==> src/rtl/peripheral_sync_hs_rx.sv <==
// peripheral_sync_hs_rx: receive side of a 4-phase req/ack handshake into the clk domain.
// Synchronizes req, captures the quasi-static data bus once per request, presents it on valid/ready.
`default_nettype none

module peripheral_sync_hs_rx #(
    parameter int DATA_WIDTH     = 8,
    parameter int SYNC_STAGES    = 2,
    parameter int TIMEOUT_CYCLES = 255
) (
    input  logic                  clk,
    input  logic                  rst_n,
    input  logic                  req_async,
    input  logic [DATA_WIDTH-1:0] data_async,
    output logic                  ack_async,
    output logic [DATA_WIDTH-1:0] data_out,
    output logic                  valid_out,
    input  logic                  ready_in,
    output logic                  busy,
    output logic                  timeout_err,
    input  logic                  err_clr
);

    // Width stays at least 1 so a disabled timeout still elaborates cleanly.
    localparam int CNT_W = (TIMEOUT_CYCLES > 0) ? $clog2(TIMEOUT_CYCLES + 1) : 1;
    localparam logic [CNT_W-1:0] CNT_LAST = CNT_W'((TIMEOUT_CYCLES > 0) ? TIMEOUT_CYCLES - 1 : 0);
    localparam logic [CNT_W-1:0] CNT_MAX  = '1;

    typedef enum logic [1:0] {
        IDLE  = 2'd0,
        VALID = 2'd1,
        ACK   = 2'd2,
        DRAIN = 2'd3
    } state_t;

    state_t                 state, state_nxt;
    logic [SYNC_STAGES-1:0] sync_q;
    logic                   req_sync;
    logic [CNT_W-1:0]       cnt, cnt_nxt;
    logic                   ack_nxt, valid_nxt, err_nxt;
    logic [DATA_WIDTH-1:0]  data_nxt;

    assign req_sync = sync_q[SYNC_STAGES-1];
    assign busy     = (state != IDLE);

    always_ff @(posedge clk or negedge rst_n) begin
        if (!rst_n) begin
            sync_q <= '0;
        end else begin
            sync_q <= {sync_q[SYNC_STAGES-2:0], req_async};
        end
    end

    always_ff @(posedge clk or negedge rst_n) begin
        if (!rst_n) begin
            state       <= IDLE;
            ack_async   <= 1'b0;
            valid_out   <= 1'b0;
            data_out    <= '0;
            cnt         <= '0;
            timeout_err <= 1'b0;
        end else begin
            state       <= state_nxt;
            ack_async   <= ack_nxt;
            valid_out   <= valid_nxt;
            data_out    <= data_nxt;
            cnt         <= cnt_nxt;
            timeout_err <= err_nxt;
        end
    end

    always_comb begin
        state_nxt = state;
        ack_nxt   = ack_async;
        valid_nxt = valid_out;
        data_nxt  = data_out;
        cnt_nxt   = cnt;
        // A timeout set below overrides this clear in the same cycle.
        err_nxt   = timeout_err & ~err_clr;

        case (state)
            IDLE: begin
                ack_nxt   = 1'b0;
                valid_nxt = 1'b0;
                if (req_sync) begin
                    data_nxt  = data_async;
                    valid_nxt = 1'b1;
                    state_nxt = VALID;
                end
            end
            VALID: begin
                if (ready_in) begin
                    valid_nxt = 1'b0;
                    ack_nxt   = 1'b1;
                    cnt_nxt   = '0;
                    state_nxt = ACK;
                end
            end
            ACK: begin
                if (!req_sync) begin
                    ack_nxt   = 1'b0;
                    state_nxt = IDLE;
                end else if ((TIMEOUT_CYCLES != 0) && (cnt == CNT_LAST)) begin
                    err_nxt   = 1'b1;
                    ack_nxt   = 1'b0;
                    state_nxt = DRAIN;
                end else if (cnt != CNT_MAX) begin
                    cnt_nxt = cnt + 1'b1;
                end
            end
            DRAIN: begin
                ack_nxt   = 1'b0;
                valid_nxt = 1'b0;
                if (!req_sync) begin
                    state_nxt = IDLE;
                end
            end
            default: begin
                state_nxt = IDLE;
            end
        endcase
    end

endmodule

`default_nettype wire

==> config.mk <==
export PLATFORM = sky130hd
export DESIGN_NAME = peripheral_sync_hs_rx
export DESIGN_NICKNAME = d
export VERILOG_FILES = /design/src/rtl/peripheral_sync_hs_rx.sv
export SDC_FILE = /design/constraint.sdc
export NUM_CORES = 1
export LEC_CHECK = 0
export BUFFER_PORTS_ARGS = -buffer_cell sky130_fd_sc_hd__buf_2
export CAP_MARGIN = 10
export CORE_UTILIZATION = 51
export DETAILED_ROUTE_END_ITERATION = 7
export PLACE_DENSITY = 0.85
export SLEW_MARGIN = 25
export SYNTH_ARGS = -nofsm -noshare
export SYNTH_HDL_FRONTEND = slang
export SYNTH_SLANG_ARGS = --single-unit
==> constraint.sdc <==
create_clock -name clk -period 2 [get_ports clk]
set_input_delay 0.2 -clock clk [delete_from_list [all_inputs] [get_ports clk]]
set_output_delay 0.2 -clock clk [all_outputs]
set_load 0.02 [all_outputs]
---- Word-level counts from Yosys, hierarchy flattened ----
Cells that the tools add are included.
storage, ports and cells
  flip-flop bits (word level) ............. 23
  latch bits .............................. 0
  RAM bits ................................ 0
  bits in read-only memories .............. 0
  input bits .............................. 13
  output and inout bits ................... 12
  logic and storage cells ................. 53
  memories ................................ 0
operators by class
  $add $sub $neg .......................... 1
  multipliers ............................. 0
  div/mod/pow operators ................... 0
  magnitude comparators ................... 0
  equal/unequal tests ..................... 12
  shift operators ......................... 0
  mux-type cells .......................... 21
  bitwise gates (word level) .............. 2
  reduce and logical (&&, ||, !) cells .... 10
operators by type and width
  cell                 count
  $mux 8               4
  $pmux 8 s2           1
  $ne 2x2->1 const B   6
  $mux 2               5
  $add 8x1->8 const B  1
  $eq 8x8->1 const B   1
  $mux 1               8
  $ne 8x8->1 const B   1
  $pmux 2 s4           1
  $pmux 1 s3           2
  $reduce_and 2->1     3
  $reduce_and 5->1     1
  $eq 2x2->1 const B   2
  $reduce_and 4->1     1
  $reduce_bool 2->1    2
  $ne 3x3->1 const B   1
  $reduce_bool 3->1    1
  $eq 2x1->1 const B   1
  $logic_not 2->1      1
  $reduce_or 2->1      1
  $and 1x1->1          1
  $not 1->1            1

---- Logic depth before layout (Yosys ltp) ----
  word-level depth ........................ 5
  depth in mapped cells ................... 6
  gate-level depth less buffers ........... 6

---- Worst setup path after synthesis ----
No wires, ideal clock.
  path kind ............................... register to register
  start ................................... reg cnt[0]
  end ..................................... reg cnt[1]
  setup time .............................. 0.125 ns
  arrival ................................. 1.436 ns
  data required time ...................... 1.875 ns
  setup slack ............................. 0.439 ns
  cell stages (with the launch flop) ...... 6
  path buffers ............................ 0
  period minus slack after synthesis ...... 1.561 ns
  cells stage by stage .................... dfrtp_1 > ha_1 > o211ai_1 > o211ai_4 > nand2_4 > mux2_4
on the way
  word-level cells in the longest chain between the ends .. 5
  elaborated cells between the ends (all ways) .. 10
  those cells by class .................... add/sub: 1; eq/ne: 4; mux: 4; reduce/logical: 1
ends and longest elaborated chain
  element                 RTL line  text
  from (decl)             38        logic [CNT_W-1:0] cnt, cnt_nxt;
  from (signal assigned)  66        cnt <= cnt_nxt;
  $add 8x1->8             107       cnt_nxt = cnt + 1'b1;
  $mux 8                  106       end else if (cnt != CNT_MAX) begin
  $mux 8                  102       end else if ((TIMEOUT_CYCLES != 0) && (cnt == CNT_LAST)) begin
  $mux 8                  99        if (!req_sync) begin
  $pmux 8 s2              80        case (state)
Parallel ways exist; a longest one is shown, timed or not. The select of a mux whose other input is x is not followed.
A chain may end at the register's enable or synchronous reset.

---- Worst setup path in the final report ----
Ends and elaborated chain as after synthesis.

==> summary.txt <==
Timing
  – Endpoints failing setup: 0
  – Tmin final: around 1.7 ns
  – Worst Tran Pin Value: 0.4914 ns
  – Unrepaired setup endpoints after global routing: no
  – Slew headroom: between 60% and 70%
  – Clock Skews: between 0.002 and 0.0025 ns
  – Worst setup margin: slightly below 0.3 ns
  – Period utilization: 85.49%
  – Peak Freq: about 580 MHz
  – Final Hold Vio Count: 0
  – Setup tns final: 0 ns
  – Final Slew Violations: 0

Layout
  – Final cell count without fillers: ~150
  – Antenna diodes: 0
  – Area Growth Syn to Fin: 16.90%
  – # fillers: roughly 150
  – Fin nets: ~140
  – Layout cells sized above 1: 36.36%
  – Post-route cell area: 1264 um2
  – Layout Utilization: between 60 and 70%

Routing
  – DRT Pass-1 Iters: 4
  – DRC Markers: 0
  – Via count: around 860
  – DR iter-0 viols: 32
  – Via-to-Cell Ratio: ~5.8
  – DR WL/cell: between 10 and 15 um
  – Final ANT Viol Nets: 0
  – Routed WL: roughly 2.2 mm

Flow run
  – Max-cap violations: 0

Setup path
  – Worst Setup End Kind: flop
  – RR Startpoint: cnt[0]$_DFFE_PN0P_
  – R2r endpoint: cnt[1]$_DFFE_PN0P_
  – Critical path class: reg2reg
  – R2R depth: 5
  – CP Data Arrival Time: approximately 1.9 ns
  – Critical-path top delay cell: dfrtp_1
  – Critical path startpoint category: flop
  – CP cell instances: ha_1, o211ai_1, o211ai_4, nand2_4, mux2_4
  – R2R Setup Slk: 0.29 ns
  – Req. time, crit path: approximately 2.2 ns
  – Critical path's largest stage delay: roughly 0.46 ns
  – Crit-path max FO: 7

Clock network
  – CTS Buffer Depth: 2
  – Clk sinks: 23
  – Root buf cell: clkbuf_4
  – CTS Buf Count: 3
  – Skew-Pair Late Insertion Delay: 0.32 ns
  – CTS tree: done
  – Htree depth: 1
  – Clock transition at path regs: between 0.1 and 0.15 ns

Place
  – Setup slack at placement: between 0.3 and 0.4 ns
  – RePlAce Congestion: 0.8421
  – Detailed placement HPWL: 1.561 mm
  – Post-placement cell area: 1216 um2
  – Cells after DPL: 142
  – Port bufs: 24

GRT
  – Vias in the first global route: 697
  – Gr usage total: 20.54%
  – Total gr overflow: 0
  – First-pass GRT wire length: 3.084 mm
  – Largest net degree at the start of global routing: 24
  – Initial antenna violation count: 0

Synthesis
  – Post-Syn Nets: 108
  – Syn Std Cell Area: between 1000 and 1500 um2
  – Synth Register Bits: 23
  – Synth cell types: 29
  – Cell taking the most area after synthesis: dfrtp_1
  – Post-synthesis sequential area ratio: 53.24%
  – Top post-synthesis cells by area: dfrtp_1 53%, mux2_2 8.3%, o21ai_0 4.2%
  – Synthesized area per cell: between 10 and 15 um2
  – Warnings, synthesis: 0
  – Synth top area share: between 50 and 60%
  – Cells after Synth: slightly above 90

Pwr
  – PD cells: around 1400 nW/um2
  – Worst VDD drop: roughly 800 uV
  – Leakage power: between 0.6 and 0.7 nW

Status
  – Status: complete, no violations

Die
  – Initial core utilization: between 50% and 60%
  – Die height: approximately 48 um
  – IO Pins: 25
  – Die ar.: around 2300 um2
  – Core Region: between 1500 and 2000 um2
  – Cell row count: 16
  – Die Width: just under 50 um

Hold path
  – Hold Path Origin: data_async[1]
  – Hold Crit Depth: 2
  – HP Class: in2reg
  – Endpoint of the worst hold path: data_out[1]$_DFFE_PN0P_
==> stage by stage <==
step	hold slack [ns]	total power, mW
2_1_floorplan	-0.09559	1.275
3_3_place_gp	0.1905	1.447
3_5_place_dp	0.1941	1.493
4_1_cts	0.1007	1.710
6_report	0.09788	1.714
5_1_grt	0.09014	1.820
==> critical path: cells and delay by family (launching register included) <==
family	cells	cell delay, ns
AOI/OAI and AO/OA	2	0.46
muxes	1	0.30
and+or+nand+nor	1	0.14
adders and majority gates	1	0.26
DFF	1	0.46
==> cells in the mapped netlist, drive strengths merged <==
| cell | number |
|---|---|
| o21a | 2 |
| a41oi | 2 |
| dfrtp | 23 |
| inv | 4 |
| o2bb2ai | 1 |
| ha | 2 |
| or2b | 1 |
| a32o | 1 |
| or2 | 1 |
| o211a | 1 |
| nand3b | 1 |
| buf | 2 |
| nand3 | 6 |
| o21ai | 9 |
| o211ai | 2 |
| nand2 | 8 |
| and3 | 2 |
| nand4 | 1 |
| a21oi | 5 |
| a31oi | 4 |
| nor2 | 4 |
| mux2 | 9 |
| and2b | 1 |
| nor2b | 1 |
==> per-layer routing <==
metal | GRT usage (%) | part of all wire, %
met1 | 25.24 | 42
met2 | 33.51 | 50
met3 | 4.528 | 6.2
met4 | 11.11 | 2.0
met5 | 0 | 0
==> area by class of cell <==
type                            count  area [um2]  area share (%)
Tap cell                           27       33.78           2.673
Timing Repair Buffer               26       140.1           11.09
Clock inverter                      1       5.005          0.3960
Clock buffer                        3       22.52           1.782
Multi-Input combinational cell     64       471.7           37.33
Inverter                            4       15.01           1.188
Sequential cell                    23       575.6           45.54
==> placed cells by master, fill, tap and decap left out, types with 3 or more instances in the layout <==
| cell type | instances |
|---|---|
| buf_2 | 24 |
| a31oi_1 | 4 |
| nand3_1 | 6 |
| dfrtp_1 | 23 |
| nor2_1 | 3 |
| o21ai_0 | 9 |
| clkbuf_4 | 3 |
| a21oi_1 | 5 |
| inv_1 | 4 |
| nand2_1 | 7 |
| mux2_2 | 8 |
==> how the worst max path moves through the flow <==
stage                                   from            endpoint  slack, ns
after detailed placement  cnt[0]$_DFFE_PN0P_  cnt[1]$_DFFE_PN0P_       0.33
after global placement    cnt[0]$_DFFE_PN0P_  cnt[1]$_DFFE_PN0P_       0.38
after CTS                 cnt[0]$_DFFE_PN0P_  cnt[1]$_DFFE_PN0P_       0.31
final                     cnt[0]$_DFFE_PN0P_  cnt[1]$_DFFE_PN0P_       0.29
after floorplan           cnt[0]$_DFFE_PN0P_  cnt[1]$_DFFE_PN0P_       0.44
after global routing      cnt[0]$_DFFE_PN0P_  cnt[5]$_DFFE_PN0P_       0.16
==> repair_timing <==
item                      CTS  global route
hold buffers                2             0
gates resized for setup     0             0
hold endpoints to repair   24             0
setup buffers               0             0
==> flip-flops by register name (all words and copies together), names as in the netlist <==
register and flops:
cnt 8, data_out 8, valid_out 1, timeout_err 1, state 2, ack_async 1
sync_q 2
==> power by group <==
group	internal, mW	switching, mW
logic	0.293	0.403
registers	0.631	0.165
clock network	0.0751	0.147
==> logic make-up (layout without fill, tap and decap cells) <==
family	count (synthesis)	count (layout)	synth area share, %
AND/OR/NAND/NOR	26	26	14.47
adder cells (fa/ha/maj)	2	2	2.314
flip-flops	23	23	53.24
AO/OA/AOI/OAI	27	27	17.13
multiplexers	9	9	9.722
buffers and inverters	6	34	3.125
Power figures use the tool's default switching activity.
